[src/rtl/core_sequencer.sv]
// Multi-cycle RV32I control sequencer: FETCH -> DECODE -> EXECUTE -> [MEM] -> WB,
// with a sticky TRAP state for illegal opcodes and memory handshake timeouts.
module core_sequencer #(
    parameter int unsigned MEM_TIMEOUT = 255
) (
    input  logic       clk,
    input  logic       rst,
    input  logic [6:0] i_opcode,
    input  logic       i_branch_taken,
    output logic       o_im_req,
    input  logic       i_im_ready,
    output logic       o_dm_req,
    output logic       o_dm_we,
    input  logic       i_dm_ready,
    output logic       o_ir_we,
    output logic       o_rf_we,
    output logic       o_pc_we,
    output logic [1:0] o_pc_sel,
    output logic [1:0] o_wb_sel,
    output logic       o_retire,
    output logic       o_illegal,
    output logic       o_bus_err
);

    // Handshake: a request (o_im_req / o_dm_req) stays high for every cycle the
    // sequencer sits in FETCH / MEM; the access completes in the cycle the matching
    // ready is high, and ready is ignored in every other state.

    typedef enum logic [2:0] {
        S_FETCH   = 3'd0,
        S_DECODE  = 3'd1,
        S_EXECUTE = 3'd2,
        S_MEM     = 3'd3,
        S_WB      = 3'd4,
        S_TRAP    = 3'd5
    } state_t;

    typedef enum logic [3:0] {
        C_NONE    = 4'd0,
        C_RINT    = 4'd1,
        C_IINT    = 4'd2,
        C_ILOAD   = 4'd3,
        C_IJUMP   = 4'd4,
        C_SBRANCH = 4'd5,
        C_SSTORE  = 4'd6,
        C_UIMM    = 4'd7,
        C_UPC     = 4'd8,
        C_UJUMP   = 4'd9
    } cls_t;

    localparam logic [7:0] TIMEOUT_LIMIT = 8'(MEM_TIMEOUT);

    state_t     state_q, state_d;
    cls_t       cls_q, cls_d;
    logic       taken_q, taken_d;
    logic [7:0] wait_q, wait_d;
    logic       illegal_q, illegal_d;
    logic       bus_err_q, bus_err_d;

    cls_t       dec_cls;
    logic [7:0] wait_inc;
    logic       timed_out;

    function automatic cls_t decode_class(input logic [6:0] op);
        case (op)
            7'b0110011: decode_class = C_RINT;
            7'b0010011: decode_class = C_IINT;
            7'b0000011: decode_class = C_ILOAD;
            7'b1100111: decode_class = C_IJUMP;
            7'b1100011: decode_class = C_SBRANCH;
            7'b0100011: decode_class = C_SSTORE;
            7'b0110111: decode_class = C_UIMM;
            7'b0010111: decode_class = C_UPC;
            7'b1101111: decode_class = C_UJUMP;
            default:    decode_class = C_NONE;
        endcase
    endfunction

    // Next-state logic; the wait counter saturates so it can never wrap to zero.
    always_comb begin
        state_d   = state_q;
        cls_d     = cls_q;
        taken_d   = taken_q;
        wait_d    = wait_q;
        illegal_d = illegal_q;
        bus_err_d = bus_err_q;
        dec_cls   = decode_class(i_opcode);
        wait_inc  = (wait_q == 8'hFF) ? wait_q : wait_q + 8'd1;
        timed_out = (wait_q >= TIMEOUT_LIMIT);

        case (state_q)
            S_FETCH: begin
                if (i_im_ready) begin
                    state_d = S_DECODE;
                    wait_d  = 8'd0;
                end else if (timed_out) begin
                    state_d   = S_TRAP;
                    bus_err_d = 1'b1;
                end else begin
                    wait_d = wait_inc;
                end
            end
            S_DECODE: begin
                cls_d = dec_cls;
                if (dec_cls == C_NONE) begin
                    state_d   = S_TRAP;
                    illegal_d = 1'b1;
                end else begin
                    state_d = S_EXECUTE;
                end
            end
            S_EXECUTE: begin
                taken_d = i_branch_taken;
                if (cls_q == C_ILOAD || cls_q == C_SSTORE) begin
                    state_d = S_MEM;
                    wait_d  = 8'd0;
                end else begin
                    state_d = S_WB;
                end
            end
            S_MEM: begin
                if (i_dm_ready) begin
                    state_d = S_WB;
                end else if (timed_out) begin
                    state_d   = S_TRAP;
                    bus_err_d = 1'b1;
                end else begin
                    wait_d = wait_inc;
                end
            end
            S_WB: begin
                state_d = S_FETCH;
                wait_d  = 8'd0;
            end
            S_TRAP: begin
                state_d = S_TRAP;
            end
            default: begin
                state_d = S_TRAP;
            end
        endcase
    end

    always_ff @(posedge clk or posedge rst) begin
        if (rst) begin
            state_q   <= S_FETCH;
            cls_q     <= C_NONE;
            taken_q   <= 1'b0;
            wait_q    <= 8'd0;
            illegal_q <= 1'b0;
            bus_err_q <= 1'b0;
        end else begin
            state_q   <= state_d;
            cls_q     <= cls_d;
            taken_q   <= taken_d;
            wait_q    <= wait_d;
            illegal_q <= illegal_d;
            bus_err_q <= bus_err_d;
        end
    end

    // Outputs decode straight from state so that an asserted rst silences them
    // at once, even mid-access.
    always_comb begin
        o_im_req  = 1'b0;
        o_ir_we   = 1'b0;
        o_dm_req  = 1'b0;
        o_dm_we   = 1'b0;
        o_rf_we   = 1'b0;
        o_pc_we   = 1'b0;
        o_pc_sel  = 2'd0;
        o_wb_sel  = 2'd0;
        o_retire  = 1'b0;
        o_illegal = 1'b0;
        o_bus_err = 1'b0;
        if (!rst) begin
            case (state_q)
                S_FETCH: begin
                    o_im_req = 1'b1;
                    o_ir_we  = i_im_ready;
                end
                S_MEM: begin
                    o_dm_req = 1'b1;
                    o_dm_we  = (cls_q == C_SSTORE);
                end
                S_WB: begin
                    o_pc_we  = 1'b1;
                    o_retire = 1'b1;
                    o_rf_we  = !(cls_q == C_SBRANCH || cls_q == C_SSTORE);
                    case (cls_q)
                        C_UJUMP:   o_pc_sel = 2'd1;
                        C_SBRANCH: o_pc_sel = taken_q ? 2'd1 : 2'd0;
                        C_IJUMP:   o_pc_sel = 2'd2;
                        default:   o_pc_sel = 2'd0;
                    endcase
                    case (cls_q)
                        C_ILOAD:         o_wb_sel = 2'd1;
                        C_UJUMP, C_IJUMP: o_wb_sel = 2'd2;
                        C_UIMM:          o_wb_sel = 2'd3;
                        default:         o_wb_sel = 2'd0;
                    endcase
                end
                S_TRAP: begin
                    o_illegal = illegal_q;
                    o_bus_err = bus_err_q;
                end
                default: ;
            endcase
        end
    end

endmodule
[config.mk]
export PLATFORM = sky130hd
export DESIGN_NAME = core_sequencer
export DESIGN_NICKNAME = d
export VERILOG_FILES = /design/src/rtl/core_sequencer.sv
export SDC_FILE = /design/constraint.sdc
export NUM_CORES = 1
export LEC_CHECK = 0
export ABC_AREA = 1
export CELL_PAD_IN_SITES_DETAIL_PLACEMENT = 1
export CELL_PAD_IN_SITES_GLOBAL_PLACEMENT = 1
export CORE_UTILIZATION = 39
export CTS_CLUSTER_SIZE = 14
export DETAILED_ROUTE_END_ITERATION = 10
export PLACE_DENSITY = 0.85
export SETUP_SLACK_MARGIN = 0.5
export SLEW_MARGIN = 20
export SYNTH_ARGS = -nofsm -noshare
export SYNTH_HDL_FRONTEND = slang
export SYNTH_SLANG_ARGS = --single-unit
[constraint.sdc]
create_clock -name clk -period 2.2 [get_ports clk]
set_clock_uncertainty 0.15 [all_clocks]
set_input_delay 0.44 -clock clk [delete_from_list [all_inputs] [get_ports clk]]
set_output_delay 0.44 -clock clk [all_outputs]
set_load 0.02 [all_outputs]
* Word level (Yosys, flattened, before mapping)
Index checks and enable logic that the tools add are counted.
** Cells by class
- Add/sub/neg operators :: 1
- Order comparisons :: 1
- Equal/unequal tests :: 24
- Muxes and demuxes :: 40
- Reduce and logical (&&, ||, !) cells :: 11
** Operator list (number)
- two-way mux 8 bit :: 5
- one-hot mux 4 bit (9 select lines) :: 1
- one-hot mux 8 bit (4 select lines) :: 1
- == test 7 x 6 -> 1 bit, second input constant :: 3
- == test 7 bit, second input constant :: 3
- two-way mux 1 bit :: 20
- == test 4 x 3 -> 1 bit, second input constant :: 4
- two-way mux 3 bit :: 5
- one-hot mux 3 bit (5 select lines) :: 1
- == test 7 x 5 -> 1 bit, second input constant :: 2
- one-hot mux 2 bit (3 select lines) :: 2
- adder 8 x 1 -> 8 bit, second input constant :: 1
- == test 8 bit, second input constant :: 1
- >= comparator 8 bit, second input constant :: 1
- two-way mux 2 bit :: 4
- == test 7 x 2 -> 1 bit, second input constant :: 1
- == test 3 x 2 -> 1 bit, second input constant :: 2
- == test 3 bit, second input constant :: 2
- inequality test 2 bit, second input constant :: 3
- AND reduction 3 bit :: 2
- == test 4 x 2 -> 1 bit, second input constant :: 1
- == test 4 bit, second input constant :: 1
- logical NOT 4 bit :: 1
- nonzero test 4 bit :: 1
- 8 further kinds :: 9
** Storage, ports and cells
- Register bits after elaboration :: 18
- Input port bits :: 12
- Output and inout port bits :: 13
- Logic and storage cells :: 83

* Depth between registers and ports, before layout
Gate-level depths: netlist (run 1).
- Depth after elaboration :: 5
- Gate-level depth with buffers :: 10
- Gate-level depth less buffers :: 10

* Worst setup path before layout (run 1)
Ideal clock, no wire load.
- Path type :: register to output
- From :: register state_q[0]
- To :: output port o_wb_sel[0]
- Arrival :: 1667 ps
- Data required time :: 1610 ps
- Path slack :: -57 ps
- Stages on the path, launching flop included :: 6
- Buffers on the path :: 0
- Path through :: dfrtp_1 nor2_1 nand2_1 nor2_1 inv_1 nor3_1
** Between the ends
- Word-level cells in the longest chain between the ends :: 3
** RTL lines
- from (decl) :: line 53 : state_t state_q, state_d;
- from (signal assigned) :: line 153 : state_q <= state_d;
- == test 3 bit :: line 177 : case (state_q)
- two-way mux 2 bit :: line 177
- two-way mux 2 bit :: line 176 : if (!rst) begin
- to (decl) :: line 19 : output logic [1:0] o_wb_sel,
Every way passes these cells.

* Final worst setup path (run 1)
- From :: register state_q[1]
- To :: output port o_bus_err
** Between the ends
- Word-level cells in the longest chain between the ends :: 3
** RTL lines
- == test 3 bit :: line 177
- two-way mux 1 bit :: line 177
- two-way mux 1 bit :: line 176
- to (decl) :: line 22 : output logic o_bus_err
Every way passes these cells.

==> results of run 1 <==
[routing by layer]
metal	vias up	track usage (%)
met2	102	55.3
li1	810	-
met5	-	0
met3	43	9.45
met4	0	23.4
met1	936	39.4
[power groups by stage]
stage / clock network, mW / registers [mW] / logic (mW)
2_1_floorplan: 0 / 0.339 / 0.0290
3_3_place_gp: 0 / 0.339 / 0.0715
3_5_place_dp: 0 / 0.339 / 0.0747
4_1_cts: 0.231 / 0.332 / 0.0724
5_1_grt: 0.252 / 0.333 / 0.0888
6_report: 0.236 / 0.333 / 0.0813
[stage by stage]
step | area [µm²] | hold WS [ps] | power (mW) | TNS (ps) | setup WS, ps
after floorplan | 1420 | 273 | 0.368 | 0 | 376
after global placement | 1820 | 288 | 0.410 | -3080 | -312
after detailed placement | 1820 | 313 | 0.414 | -3400 | -334
after CTS | 2070 | 273 | 0.636 | 0 | 142
after global routing | 2210 | 299 | 0.674 | -209 | -93.1
final | 2210 | 291 | 0.650 | -10.2 | -10.2
[sequential cells by signal, indices dropped and copies added (netlist names)]
signal	flops
wait_q	8
illegal_q	1
cls_q	4
bus_err_q	1
taken_q	1
state_q	3
[kinds of logic after synthesis]
kind of cell	Yosys count	share of synthesized area, %
flops	18	32.9
buf+inv	33	9.31
fa+ha+maj	1	0.913
xor+xnor	2	1.28
simple gates	138	45.2
mux	1	0.822
compound gates	23	9.59
[path summary, 6_finish.rpt]
check                            from          to  cells after the start
setup / recovery           state_q[1]   o_bus_err                      5
hold / removal                    rst   wait_q[5]                      3
setup reg to reg           state_q[1]   bus_err_q                     12
hold reg to reg             illegal_q   illegal_q                      2
max in group asynchronous         rst  state_q[2]                      4
min in group clk            illegal_q   illegal_q                      2
[worst register-to-register path: cells and delay by family (launching register included)]
| family | cells | cell delay (ps) |
|---|---|---|
| simple gates | 4 | 430 |
| compound gates | 1 | 190 |
| buf+inv | 7 | 670 |
| flops | 1 | 440 |
[layout make-up]
class,count,area (µm²)
Clock buffer,4,36.3
Timing Repair Buffer,59,515
Sequential cell,18,457
Fill cell,421,1160
Multi-Input combinational cell,165,1020
Inverter,31,124
Tap cell,46,57.6
[placed cells by master, fill, tap and decap left out, types with 2 or more instances in the layout]
cell	netlist	final
inv_4	0	3
nand3_1	21	18
buf_2	0	2
inv_2	3	6
inv_1	28	22
o21ai_0	14	11
nor2_1	22	11
dlygate4sd2_1	0	3
buf_4	1	36
nor2_2	1	4
nor3_4	0	2
nand2_2	2	11
nor3_1	11	6
a21oi_2	1	4
dlymetal6s2s_1	0	3
nand2_4	0	3
clkdlybuf4s50_1	0	5
nand3_4	1	3
nor3_2	1	4
a21oi_1	6	2
o21ai_1	0	2
a21oi_4	1	2
dfrtp_2	0	5
nand2_1	71	59
nor2_4	1	9
nand3_2	2	3
buf_6	0	9
dfrtp_1	18	13
nand4_1	3	3
clkbuf_4	0	3
[repair_timing]
action                                  4_1_cts  5_1_grt
endpoints found under the setup margin       21       30
hold buffers                                  0        0
setup buffers                                18        4
resized for setup                           105       33
pin swaps                                    10       10
==> flow_summary.json, run 1 <==
{
  "synth_top_cell_area_share_pct": 32.9,
  "cp_max_fo": 4,
  "grt_use_total_pct": 34.2,
  "yosysSeqAreaShare_pct": 32.9,
  "cts.reportedPaths.clkPinSlew_ps": 130,
  "ctsHtreeMaxLevel": 1,
  "fin_crit_sh_pct": 100,
  "root_buffer": "clkbuf_4",
  "cp_top_family": "buffers and inverters",
  "clock_path_buffers": 2,
  "powerDensity_mw_per_mm2": 295,
  "clock_latency_ps": 330,
  "first_iter_violations": 141,
  "drt_wl_total_um": 7220,
  "synth_area_mm2": 0.00137,
  "wl_met2_um": 3520,
  "ys_top_cells_by_count": "nand2_1 (71), inv_1 (28), nor2_1 (22), nand3_1 (21), dfrtp_1 (18)",
  "worst_slack_ps": -10.2,
  "startpoint_type": "register",
  "core-area_mm2": 0.00336,
  "clockPowerShare_pct": 36.3,
  "fmax_mhz": 452,
  "final_hold_viol_count": 0,
  "maxUsedRoutingLayer": "met4",
  "dp_hpwl_um": 3420,
  "dieArea_mm2": 0.00375,
  "peakVddDrop_mv": 0.241,
  "synth_cell_types": 27,
  "internal-power_mw": 0.466,
  "antenna_cells": 0,
  "grt_pass1_wl_um": 8940,
  "post_drt_wl_per_cell_um": 22.3,
  "avgSynthCellArea_um2": 6.34,
  "violations": "negative setup slack",
  "m1WireLength_um": 2780,
  "path_cells": "buf_4 -> inv_1 -> nand3_1 -> nor3_1 -> buf_2",
  "relSlewSlack_pct": 71.5,
  "leakagePower_nw": 1.09,
  "drc": 0,
  "synth_area_leaders": "dfrtp_1 (33%), nand2_1 (19%), inv_1 (7.7%)",
  "row_count": 21,
  "cts.sinks": 18,
  "crit_buf_inv": 3,
  "area_growth_pct": 61.1,
  "slowest_stage": "dfrtp_1",
  "port_buffers": 24,
  "final_util_pct": 65.6,
  "via_count": 1891,
  "required_ps": 1610,
  "syn-instance-count": 216,
  "sw_frac_of_total_pct": 28.3,
  "drv_slew": 0,
  "ys_warn_count": 0,
  "yosysMostFrequentCell": "nand2_1",
  "finalSetupViolCount": 1,
  "finish.net_count": 291,
  "cap_violations": 0,
  "cpPeakStageDelay_ps": 440,
  "vias_per_cell": 5.85,
  "drt_first_pass_iters": 4,
  "die_w_um": 61.3,
  "worstSetupPathType": "register to output pin",
  "synth_seq_cells": 18,
  "drtAntennaViolNets": 0,
  "tightest_slew_ps": 425,
  "wl_met3_um": 521,
  "hold_class": "primary input to asynchronous set/reset pin",
  "cp-end-kind": "output pin",
  "synth_top_area_cell": "dfrtp_1",
  "layout-drive-gt1-share_pct": 41.9,
  "cts_tree": "built",
  "status": "complete, but fails checks",
  "combPwrFrac_pct": 12.5,
  "cp_data_arrival_time_ps": 1620,
  "async_flop_share_pct": 100,
  "grt_max_degree": 13,
  "cts_buffers": 3,
  "synth_ff_type": "dfrtp_1",
  "rsz0062_at_grt": "yes",
  "grt_remaining_overflow": 0,
  "grt_antenna_before_repair": 0,
  "syn-num-nets": 229,
  "io_pins": 25,
  "ff2ff_setup_slack_ps": 250,
  "gp_congestion": 0.758,
  "min_period_ps": 2210,
  "synth_edf_count": 0,
  "grt_pass1_vias": 1826,
  "finalNonFillerCells": 323,
  "power_frac_seq_pct": 51.2,
  "die_h_um": 61.3,
  "start_util_pct": 40.7,
  "numPlacedInstances": 297,
  "switchingPower_mw": 0.184
}
(Power assumes the default switching activity.)
==> run 2, diff against run 1 <==
--- a/config.mk
+++ b/config.mk
@@ -6,13 +6,12 @@
 export NUM_CORES = 1
 export LEC_CHECK = 0
 export ABC_AREA = 1
-export CELL_PAD_IN_SITES_DETAIL_PLACEMENT = 1
-export CELL_PAD_IN_SITES_GLOBAL_PLACEMENT = 1
-export CORE_UTILIZATION = 39
+export CORE_UTILIZATION = 41
 export CTS_CLUSTER_SIZE = 14
 export DETAILED_ROUTE_END_ITERATION = 10
-export PLACE_DENSITY = 0.85
+export PLACE_DENSITY = 0.76
 export SETUP_SLACK_MARGIN = 0.5
+export SKIP_CTS_REPAIR_TIMING = 1
 export SLEW_MARGIN = 20
 export SYNTH_ARGS = -nofsm -noshare
 export SYNTH_HDL_FRONTEND = slang
==> run 2 against run 1 <==
  * The run now ends clean
  * Combinational power fell by 8.1%
  * Worst hold slack got worse by 210 ps
  * Critical endpoint is now o_wb_sel[0]
  * Register-to-register slack improved by 130 ps
  * Largest power group unchanged
  * Cell count fell by 3.1%
  * Sequential share of layout area rose by 1.2 points
  * Critical path depth rose by 1
  * Count of clock-buffer cells in the layout did not move
  * Via count fell by 16%
  * First-iteration DRC count fell by 29%
  * Worst setup slack improved by 170 ps
  * Largest cell class unchanged
  * Clock power fell by 10%
  * Die area fell by 4.7%
==> flow_summary.json, run 2 (synthesis gave the netlist of run 1 again) <==
{
  "leakagePower_nw": 1.06,
  "path_cells": "nor2_4 -> nand2_2 -> nor2_4 -> inv_4 -> nor3_4 -> buf_6",
  "cts.sinks": 18,
  "largest_registers": "wait_q: 8 flops, cls_q: 4 flops, state_q: 3 flops",
  "die_w_um": 59.8,
  "tightest_slew_ps": 359,
  "startpoint_type": "register",
  "required_ps": 1610,
  "fin_area_mm2": 0.00208,
  "first_iter_violations": 100,
  "top_usage_layer": "met2",
  "placed_area_mm2": 0.00180,
  "core-area_mm2": 0.00310,
  "grt_remaining_overflow": 0,
  "rr_startpoint": "cls_q[3]",
  "r2r-end": "wait_q[2]",
  "drtAntennaViolNets": 0,
  "min_period_ps": 2040,
  "peakVddDrop_mv": 0.237,
  "start_util_pct": 44.2,
  "clock_latency_ps": 300,
  "cts_buffers": 3,
  "dp_slack_ps": -304,
  "finalPower_mw": 0.619,
  "finalSetupViolCount": 0,
  "row_count": 20,
  "cap_violations": 0,
  "cp_top_family": "simple AND/OR/NAND/NOR gates",
  "hold_class": "primary input to asynchronous set/reset pin",
  "worst_slack_ps": 159,
  "vias_per_cell": 5.10,
  "post_drt_wl_per_cell_um": 12.5,
  "drc": 0,
  "status": "finished, final reports clean",
  "dp_hpwl_um": 2500,
  "fin_tns_setup_ps": 0,
  "via_count": 1595,
  "crit_path_start": "state_q[1]",
  "cp_max_fo": 4,
  "grt_antenna_before_repair": 0,
  "endpoint": "o_wb_sel[0]",
  "powerDensity_mw_per_mm2": 297,
  "area_growth_pct": 52.1,
  "final_util_pct": 67.1,
  "top_register": "wait_q",
  "crit_buf_inv": 2,
  "final_common_cell": "nand2_1",
  "grt_use_total_pct": 20.3,
  "port_buffers": 24,
  "final_cell_mix": "nand2_1 (65), buf_4 (30), inv_1 (26)",
  "gp_congestion": 0.839,
  "slowest_stage": "dfrtp_1",
  "cp-end-kind": "output pin",
  "r2r_cells": 10,
  "layout-drive-gt1-share_pct": 35.3,
  "met3_usage_pct": 1.95,
  "cp_common_cell": "nor2_4",
  "final_hold_viol_count": 0,
  "drv_slew": 0,
  "ff2ff_setup_slack_ps": 380,
  "largest_reg_flops": 8,
  "relSlewSlack_pct": 76.0,
  "worstSetupPathType": "register to output pin",
  "root_buffer": "clkbuf_4",
  "grt_use_met1_pct": 29.7,
  "whs_ps": 85.3,
  "cts.reportedPaths.clkPinSlew_ps": 110,
  "cp_data_arrival_time_ps": 1450,
  "drt_wl_total_um": 3910,
  "io_pins": 25,
  "use_met2_pct": 31.9,
  "cp.depth": 6,
  "finish.net_count": 283,
  "grt_pass1_wl_um": 5480,
  "ctsHtreeMaxLevel": 1,
  "antenna_cells": 0,
  "fin_crit_sh_pct": 92.8,
  "dieArea_mm2": 0.00358,
  "finalNonFillerCells": 313,
  "cts_tree": "built",
  "drt_first_pass_iters": 5,
  "cpPeakStageDelay_ps": 420,
  "clock_path_buffers": 2,
  "grt_pass1_vias": 1253,
  "grt_max_degree": 17,
  "numPlacedInstances": 294,
  "rsz0062_at_grt": "yes",
  "die_h_um": 59.8,
  "fmax_mhz": 490
}
run 2: cell types whose count changed in the layout (fill, tap and decap cells not counted), sizes merged:
| cell | before | now |
|---|---|---|
| clkdlybuf4s50 | 5 | 6 |
| dlymetal6s2s | 3 | 5 |
| dlygate4sd2 | 3 | 0 |
| clkbuf | 4 | 5 |
| buf | 48 | 39 |
run 2: cell type report:
| type | instances | area, µm² |
|---|---|---|
| well taps | 44 | 55.1 |
| flip-flops and latches | 18 | 455 |
| clock buffers | 4 | 36.3 |
| fillers | 247 | 1020 |
| multi-input cells | 165 | 963 |
| inverters | 31 | 119 |
| repair buffers | 51 | 454 |
run 2: how the worst min path moves through the flow:
stage / to / slack, ps / depth (start not counted)
3_5_place_dp: illegal_q / 300 / 2
4_1_cts: illegal_q / 330 / 2
3_3_place_gp: bus_err_q / 300 / 2
5_1_grt: taken_q / 100 / 3
2_1_floorplan: illegal_q / 270 / 2
6_report: taken_q / 90 / 3
run 2: report_power, final:
| part | switching (mW) | internal [mW] |
|---|---|---|
| clock network | 0.111 | 0.101 |
| registers | 0.000760 | 0.332 |
| logic | 0.0412 | 0.0335 |
| total | 0.153 | 0.466 |
run 2: worst min-delay path: cells and delay by family:
kind | cells | cell delay, ps
buffers and inverters | 3 | 450
run 2: metal layers:
| layer | routed length (µm) | vias to the layer above |
|---|---|---|
| li1 | - | 795 |
| met1 | 1750 | 727 |
| met2 | 1870 | 68 |
| met3 | 254 | 5 |
| met4 | 36 | 0 |
| met5 | 0 | - |
